File: config.mk
export PLATFORM = sky130hd
export DESIGN_NAME = fila_circular
export DESIGN_NICKNAME = d
export VERILOG_FILES = /design/src/rtl/fila_pkg.sv /design/src/rtl/fila_ptr.sv /design/src/rtl/fila_circular.sv
export SDC_FILE = /design/constraint.sdc
export NUM_CORES = 1
export LEC_CHECK = 0
export CAP_MARGIN = 20
export CORE_MARGIN = 8
export CORE_UTILIZATION = 57
export DETAILED_ROUTE_END_ITERATION = 10
export PLACE_DENSITY = 0.79
export SYNTH_ARGS = -nofsm -noshare
export SYNTH_HDL_FRONTEND = slang
export SYNTH_SLANG_ARGS = --single-unit
File: constraint.sdc
create_clock -name clk_10KHz -period 3.3 [get_ports clk_10KHz]
set_clock_uncertainty 0.15 [all_clocks]
set_input_delay 0.33 -clock clk_10KHz [delete_from_list [all_inputs] [get_ports clk_10KHz]]
set_output_delay 0.33 -clock clk_10KHz [all_outputs]
set_load 0.01 [all_outputs]
File: src/rtl/fila_pkg.sv
// fila_pkg: shared constants and helpers for the fila_circular FIFO.
//   FILA_WIDTH_DEF / FILA_DEPTH_DEF : default word width and entry count.
//   fila_next_ptr(ptr, depth)       : +1 increment that wraps depth-1 -> 0.
//                                     Works for non-power-of-two depths.
package fila_pkg;

  localparam int FILA_WIDTH_DEF = 8;
  localparam int FILA_DEPTH_DEF = 8;

  function automatic int unsigned fila_next_ptr(input int unsigned ptr,
                                                input int unsigned depth);
    return (ptr == depth - 1) ? 0 : ptr + 1;
  endfunction

endpackage

File: src/rtl/fila_ptr.sv
// fila_ptr: wrap-around pointer register for the circular FIFO.
//   clk_i   : clock, rising edge
//   rst_ni  : asynchronous active-low reset, pointer -> 0
//   clr_i   : synchronous clear to 0, wins over adv_i
//   adv_i   : advance by one, wrapping DEPTH-1 -> 0
//   ptr_o   : current pointer value
module fila_ptr
  import fila_pkg::*;
#(
  parameter int DEPTH = FILA_DEPTH_DEF,
  parameter int PW    = $clog2(DEPTH)
) (
  input  logic          clk_i,
  input  logic          rst_ni,
  input  logic          clr_i,
  input  logic          adv_i,
  output logic [PW-1:0] ptr_o
);

  logic [PW-1:0] ptr_q, ptr_d;

  always_comb begin
    ptr_d = ptr_q;
    if (clr_i)      ptr_d = '0;
    else if (adv_i) ptr_d = PW'(fila_next_ptr(32'(ptr_q), DEPTH));
  end

  always_ff @(posedge clk_i or negedge rst_ni) begin
    if (!rst_ni) ptr_q <= '0;
    else         ptr_q <= ptr_d;
  end

  assign ptr_o = ptr_q;

endmodule

File: src/rtl/fila_circular.sv
// fila_circular: parametrised circular-buffer FIFO.
//   clk_10KHz       : clock, all state changes on rising edge
//   reset           : asynchronous active-low reset
//   data_in         : word to enqueue
//   enqueue_in      : enqueue request
//   dequeue_in      : dequeue request
//   clear_in        : synchronous flush, priority over enqueue/dequeue
//   data_out        : last dequeued word (registered, holds otherwise)
//   data_valid_out  : one-cycle pulse when data_out was updated
//   len_out         : occupancy 0..DEPTH
//   full_out / empty_out / almost_full_out : decoded from len_out
//   overflow_out / underflow_out           : sticky error flags
module fila_circular
  import fila_pkg::*;
#(
  parameter int WIDTH       = FILA_WIDTH_DEF,
  parameter int DEPTH       = FILA_DEPTH_DEF,
  parameter int AFULL_LEVEL = DEPTH - 1
) (
  input  logic                       clk_10KHz,
  input  logic                       reset,
  input  logic [WIDTH-1:0]           data_in,
  input  logic                       enqueue_in,
  input  logic                       dequeue_in,
  input  logic                       clear_in,
  output logic [WIDTH-1:0]           data_out,
  output logic                       data_valid_out,
  output logic [$clog2(DEPTH+1)-1:0] len_out,
  output logic                       full_out,
  output logic                       empty_out,
  output logic                       almost_full_out,
  output logic                       overflow_out,
  output logic                       underflow_out
);

  localparam int PW = $clog2(DEPTH);
  localparam int LW = $clog2(DEPTH + 1);

  logic [WIDTH-1:0] mem_q [DEPTH];
  logic [PW-1:0]    head, tail;
  logic [LW-1:0]    len_q;
  logic [WIDTH-1:0] dout_q;
  logic             dv_q, ovf_q, udf_q;
  logic             deq_ok, enq_ok;

  // A full FIFO still accepts a write when a read frees the slot this cycle.
  assign deq_ok = dequeue_in && (len_q != '0);
  assign enq_ok = enqueue_in && ((len_q != LW'(DEPTH)) || deq_ok);

  fila_ptr #(.DEPTH(DEPTH), .PW(PW)) u_head (
    .clk_i (clk_10KHz),
    .rst_ni(reset),
    .clr_i (clear_in),
    .adv_i (deq_ok),
    .ptr_o (head)
  );

  fila_ptr #(.DEPTH(DEPTH), .PW(PW)) u_tail (
    .clk_i (clk_10KHz),
    .rst_ni(reset),
    .clr_i (clear_in),
    .adv_i (enq_ok),
    .ptr_o (tail)
  );

  // Storage is not reset; contents behind head/tail are meaningless anyway.
  always_ff @(posedge clk_10KHz) begin
    if (!clear_in && enq_ok) mem_q[tail] <= data_in;
  end

  always_ff @(posedge clk_10KHz or negedge reset) begin
    if (!reset) begin
      len_q  <= '0;
      dout_q <= '0;
      dv_q   <= 1'b0;
      ovf_q  <= 1'b0;
      udf_q  <= 1'b0;
    end else if (clear_in) begin
      len_q <= '0;
      dv_q  <= 1'b0;
      ovf_q <= 1'b0;
      udf_q <= 1'b0;
    end else begin
      dv_q <= deq_ok;
      if (deq_ok) dout_q <= mem_q[head];
      case ({enq_ok, deq_ok})
        2'b10:   len_q <= len_q + LW'(1);
        2'b01:   len_q <= len_q - LW'(1);
        default: len_q <= len_q;
      endcase
      if (enqueue_in && !enq_ok) ovf_q <= 1'b1;
      if (dequeue_in && !deq_ok) udf_q <= 1'b1;
    end
  end

  assign data_out        = dout_q;
  assign data_valid_out  = dv_q;
  assign len_out         = len_q;
  assign full_out        = (len_q == LW'(DEPTH));
  assign empty_out       = (len_q == '0);
  assign almost_full_out = (len_q >= LW'(AFULL_LEVEL));
  assign overflow_out    = ovf_q;
  assign underflow_out   = udf_q;

endmodule

Word level (Yosys, flattened, before mapping)
Memory sizes are Yosys's and may differ from the RTL's. A register that Yosys moved wholly into a read port is not among the register bits.
Cells that the tools add are included.
{"block": "classes", "addsub": 4, "mul": 0, "n_div": 0, "order_cmp": 1, "n_eq_ne": 6, "shifts": 0, "mux": 15, "bitwise": 1, "reduce_logical": 18}
{"cell": "$mux 3", "n": 6}
{"cell": "$pmux 4 s2", "n": 1}
{"cell": "$reduce_bool 2->1", "n": 4}
{"cell": "$mux 1", "n": 7}
{"cell": "$add 3x1->3 const B", "n": 2}
{"cell": "$eq 3x3->1 const B", "n": 2}
{"cell": "$logic_and 1x1->1", "n": 5}
{"cell": "$add 4x1->4 const B", "n": 1}
{"cell": "$eq 4x4->1 const B", "n": 1}
{"cell": "$ge 4x3->1 const B", "n": 1}
{"cell": "$logic_not 1->1", "n": 4}
{"cell": "$logic_not 4->1", "n": 1}
{"cell": "$mux 4", "n": 1}
{"cell": "$ne 4x4->1 const B", "n": 1}
{"cell": "$reduce_bool 4->1", "n": 1}
{"cell": "$sub 4x1->4 const B", "n": 1}
{"cell": "$reduce_bool 3->1", "n": 1}
{"cell": "$eq 2x1->1 const B", "n": 1}
{"cell": "$eq 2x2->1 const B", "n": 1}
{"cell": "$reduce_and 2->1", "n": 1}
{"cell": "$logic_or 1x1->1", "n": 1}
{"cell": "$not 1->1", "n": 1}
{"block": "word_totals", "regBits": 13, "latchBits": 0, "mem_bits_rw": 64, "rom_bits": 0, "in_bits": 13, "out_inout_bits": 18, "wordCells": 52, "memories": 1}
{"name": "mem_q", "words": 8, "width": 8, "read_ports": 1, "rd_clocked_by_memory_dff": 1, "wr": 1, "line_no": "fila_circular.sv:39", "text": "logic [WIDTH-1:0] mem_q [DEPTH];"}

Depth between registers and ports, before layout
{"block": "depth", "depth_word": 8, "depth_mapped": 8, "mapped_depth_nobuf": 8}

Hierarchy
Synthesis repeated with hierarchy kept, for this count alone.
{"block": "unflattened", "cells_unflattened": 205, "hier_area_um2": 3518.4}
{"module": "fila_circular", "n_inst": 1, "cells_each": 181, "area_each_um2": 3215.6, "seq_area_each_um2": 2297.2}
{"module": "fila_ptr", "n_inst": 2, "cells_each": 12, "area_each_um2": 151.4, "seq_area_each_um2": 75.1}

Least setup slack after synthesis
No wires, ideal clock.
{"block": "synth_timing", "path_kind": "register to register", "start": "register len_q[1] (netlist: len_out[1])", "end": "register len_q[3] (netlist: len_out[3])", "setup_time_ps": 134, "arrival_ps": 2215, "t_required_ps": 3016, "setup_slack_ps": 801, "path_stages_with_launch": 9, "n_path_buf": 0, "synth_period_minus_slack_ps": 2499, "path_cell_list": "dfrtp_1 or4_4 nand2_1 nor2_1 ha_1 a211oi_1 nor2_1 mux2i_1 a31oi_1"}
{"block": "synth_between", "elab_chain_cells": 7, "elab_cells_between_ends": 12, "cone_classes": "add/sub (2); eq/ne (3); mux (2); reduce/logical (5)"}
{"element": "start, declared", "line_no": "fila_circular.sv:41", "text": "logic [LW-1:0] len_q;"}
{"element": "start signal, assigned", "line_no": "fila_circular.sv:87", "text": "2'b10: len_q <= len_q + LW'(1);"}
{"element": "start signal, assigned", "line_no": "fila_circular.sv:88", "text": "2'b01: len_q <= len_q - LW'(1);"}
{"element": "start signal, assigned", "line_no": "fila_circular.sv:89", "text": "default: len_q <= len_q;"}
{"element": "$reduce_bool 4->1", "line_no": "fila_circular.sv:47", "text": "assign deq_ok = dequeue_in && (len_q != '0);"}
{"element": "$logic_and 1x1->1", "line_no": "fila_circular.sv:47"}
{"element": "$logic_or 1x1->1", "line_no": "fila_circular.sv:48", "text": "assign enq_ok = enqueue_in && ((len_q != LW'(DEPTH)) || deq_ok);"}
{"element": "$logic_and 1x1->1", "line_no": "fila_circular.sv:48"}
{"element": "$eq 2x1->1 or $eq 2x2->1 (tied branches)", "line_no": "fila_circular.sv:86", "text": "case ({enq_ok, deq_ok})"}
{"element": "$pmux 4 s2", "line_no": "fila_circular.sv:86"}
{"element": "$mux 4", "line_no": "fila_circular.sv:78", "text": "end else if (clear_in) begin"}
Parallel ways exist; a longest one is shown, timed or not.
A chain may end at the register's enable or synchronous reset.

Final worst setup path
Ends and elaborated chain as after synthesis.

==> out/summary.md <==
## Status
- outcome: finished clean

## Setup path
- crit path kind: reg2reg
- Worst Setup End Kind: flop
- worst reg2reg startpoint: len_out[1]$_DFFE_PN0P_
- cell count of the worst reg-to-reg path: 8
- highest net fanout along the worst path: 9
- Worst Setup SP: len_out[1]$_DFFE_PN0P_
- number of cells on the critical path: 8
- Setup crit end: len_out[3]$_DFFE_PN0P_
- buffering stage count on the worst path with inverters included: 0
- slowest library cell on the worst path: sky130_fd_sc_hd__or4_4
- Most common cell on crit path: sky130_fd_sc_hd__nor2_1
- worst-case register-to-register setup slack: 620 ps
- endpoint of the worst register-to-register path: len_out[3]$_DFFE_PN0P_
- kind of cell adding the most delay to the critical path: simple AND/OR/NAND/NOR gates
- required time of the critical path: 3370 ps
- kind of start point of the critical path: flop
- Cell Chain, Critical Path: or4_4 > nand2_1 > nor2_1 > ha_1 > a211oi_1 > nor2_1 > mux2i_1 > a31oi_1
- Crit path largest cell delay: 620 ps
- Arrival @ worst endpoint: 2740 ps

## Floorplanning
- # rows: 28
- DIE WIDTH: 94.4 um
- Std-Cell Core Area: 5920 um2
- height of the die: 94.4 um
- die area: 8910 um2
- Initial Utilization: 0.591
- I/O pin count: 31

## Synth
- Yosys reg bits: 85
- leading post-synthesis cells by cell area: sky130_fd_sc_hd__edfxtp_1 55%, sky130_fd_sc_hd__dfrtp_1 15%, sky130_fd_sc_hd__mux4_2 10%
- cell with the most instances after synthesis: sky130_fd_sc_hd__edfxtp_1
- number of nets in the synthesized netlist: 226
- number of warnings issued by yosys: 0
- Commonest cells post-synth: 64 x sky130_fd_sc_hd__edfxtp_1, 24 x sky130_fd_sc_hd__nor2_1, 21 x sky130_fd_sc_hd__dfrtp_1
- synthesized instance count: 206
- most used flip-flop cell after synthesis: sky130_fd_sc_hd__edfxtp_1
- Synth top area share: 0.549
- number of synthesized flops with an enable pin: 64
- cell taking the most area after synthesis: sky130_fd_sc_hd__edfxtp_1
- Post-synth ARST share: 0.247
- combined area of all synthesized cells: 3500 um2
- count of cell types in the netlist: 36
- proportion of synthesized chip area in sequential cells: 0.699
- synthesized area per cell: 17.0 um2

## Pwr
- sw frac: 0.289
- IR Drop Worst-Case VDD: 0.397 mV
- internal power: 2010 uW
- total power: 2830 uW
- relative contribution of the clock network to total power: 0.261
- LEAKAGE: 0.00148 uW
- sequential cell fraction of total power: 0.482
- total net switching power: 818 uW
- Combinational Power Share: 0.257
- power density normalized to cell area: 678 nW/um2

## Route
- final routed wirelength across all metal layers: 6340 um
- ratio of routed vias to standard cells: 5.77
- count of nets left with antenna violations after detail routing: 0
- residual DRC count: 0
- Routed wire per std cell: 19.1 um
- via count: 1909
- First-pass DRT Iterations: 4
- DRC marker count from the first detailed-route iteration: 94

## Job
- number of max-cap violations: 0

## CTS
- CTS tree: done
- Clk Tree Root Cell: sky130_fd_sc_hd__clkbuf_8
- Reg clk slew, reported paths: 80 ps
- largest buffer count on any clock path: 2
- Post-CTS Setup Repair Bufs: 0
- post_cts resized: 0
- Num Clock Sinks: 85
- number of buffers added to fix hold violations after cts: 0
- TritonCTS buffer count: 9
- Max H-tree Level: 3
- clock latency on the worst-skew pair: 340 ps

## STA
- count of endpoints failing hold in the final timing report: 0
- Worst Tran Pin Value: 773 ps
- final total negative setup slack: 0 ps
- number of endpoints failing setup at the final stage: 0
- final critical-path required period: 2680 ps
- fmax: 374 MHz
- count of final max-slew check failures: 0
- Relative slew margins: 0.485
- Final Cycle Share: 0.811
- unrepaired setup endpoints after global routing: no

## Global routing
- wire length of the first global-routing pass: 10200 um
- Total GRT Usage: 0.155
- Remaining Overflow, GRT: 0
- number of global-route vias before repair: 1877
- maximum number of pins on one net before global-route repair: 22
- initial antenna violation count: 0

## Min path
- worst min path class: in2async

## Layout
- n_diodes: 0
- filler instances: 395
- nets@finish: 271
- layout cells sized above 1: 0.211
- Layout area overhead: 19.2%

## Placed design
- count of port buffers added during placement: 30
- half-perimeter wire length after placement: 4120 um
- RePlAce Congestion: 0.819

-- through the flow --
| stage | instances | hold slack [ps] | util | area (um2) | setup WS, ps |
|---|---|---|---|---|---|
| floorplan | 206 | -116 | - | 3500 | 801 |
| global route | 331 | 146 | 0.705 | 4170 | 402 |
| CTS | 330 | 360 | 0.702 | 4160 | 612 |
| detailed placement | 314 | 340 | 0.668 | 3950 | 560 |
| global placement | 314 | 340 | 0.668 | 3950 | 634 |
| finish | 331 | 135 | 0.705 | 4170 | 623 |
-- layout by cell type, fill, tap and decap left out, types with 2 or more instances in the layout --
cell type	n
sky130_fd_sc_hd__edfxtp_1	64
sky130_fd_sc_hd__clkdlybuf4s50_1	30
sky130_fd_sc_hd__nor2_1	24
sky130_fd_sc_hd__dfrtp_1	21
sky130_fd_sc_hd__mux4_2	16
sky130_fd_sc_hd__mux2i_1	13
sky130_fd_sc_hd__buf_4	13
sky130_fd_sc_hd__a21oi_1	12
sky130_fd_sc_hd__clkbuf_8	9
sky130_fd_sc_hd__ha_1	6
sky130_fd_sc_hd__nand2_1	5
sky130_fd_sc_hd__nor3_1	4
sky130_fd_sc_hd__inv_1	3
sky130_fd_sc_hd__xor2_1	3
sky130_fd_sc_hd__o211ai_1	2
sky130_fd_sc_hd__nor4_1	2
sky130_fd_sc_hd__nor2b_1	2
sky130_fd_sc_hd__a31oi_1	2
sky130_fd_sc_hd__inv_6	2
-- cell families after synthesis --
logic type / synth area share
AO/OA/AOI/OAI: 0.0429
XOR/XNOR: 0.00751
adder cells (fa/ha/maj): 0.0272
buffers and inverters: 0.0164
flip-flops: 0.699
multiplexers: 0.140
AND/OR/NAND/NOR: 0.0668
-- how the worst min path moves through the flow --
stage                                   from                        to  slack (ps)  cells past startpoint
finish                                 reset    len_out[1]$_DFFE_PN0P_         140                      1
global route                           reset    len_out[1]$_DFFE_PN0P_         150                      1
CTS                 overflow_out$_DFFE_PN0P_  overflow_out$_DFFE_PN0P_         360                      2
detailed placement  overflow_out$_DFFE_PN0P_  overflow_out$_DFFE_PN0P_         340                      2
global placement    overflow_out$_DFFE_PN0P_  overflow_out$_DFFE_PN0P_         340                      2
floorplan                              reset   data_out[0]$_DFFE_PN0P_        -120                      0
-- state kept, by name, summed over array words and instances (netlist names) --
register	count
len_out	4
overflow_out	1
mem_q	64
data_valid_out	1
data_out	8
underflow_out	1
u_head.ptr_o	3
u_tail.ptr_o	3
-- layout make-up --
class | count | area (um2) | area share
timing repair buffer | 44 | 413 | 0.0990
inverter | 3 | 11.3 | 0.00270
sequential | 85 | 2450 | 0.587
tap | 75 | 93.8 | 0.0225
clock buffer | 9 | 124 | 0.0297
clock inverter | 7 | 80.1 | 0.0192
multi-input combinational | 108 | 1000 | 0.240
-- metal layers --
layer | track usage | vias up | wire length [um] | share of wire
li1 | - | 896 | - | -
met1 | 0.196 | 947 | 2660 | 0.42
met2 | 0.247 | 58 | 3190 | 0.50
met3 | 0.0429 | 8 | 426 | 0.067
met4 | 0.0674 | 0 | 62 | 0.0098
met5 | 0 | - | 0 | 0
-- power groups by stage --
stage	sequential (uW)	clock (uW)	combinational [uW]
3_5_place_dp	1390	0	734
2_1_floorplan	1380	0	419
3_3_place_gp	1380	0	717
4_1_cts	1360	757	737
5_1_grt	1380	796	798
6_report	1360	738	727
No activity file was read; power rests on OpenSTA's default activity.
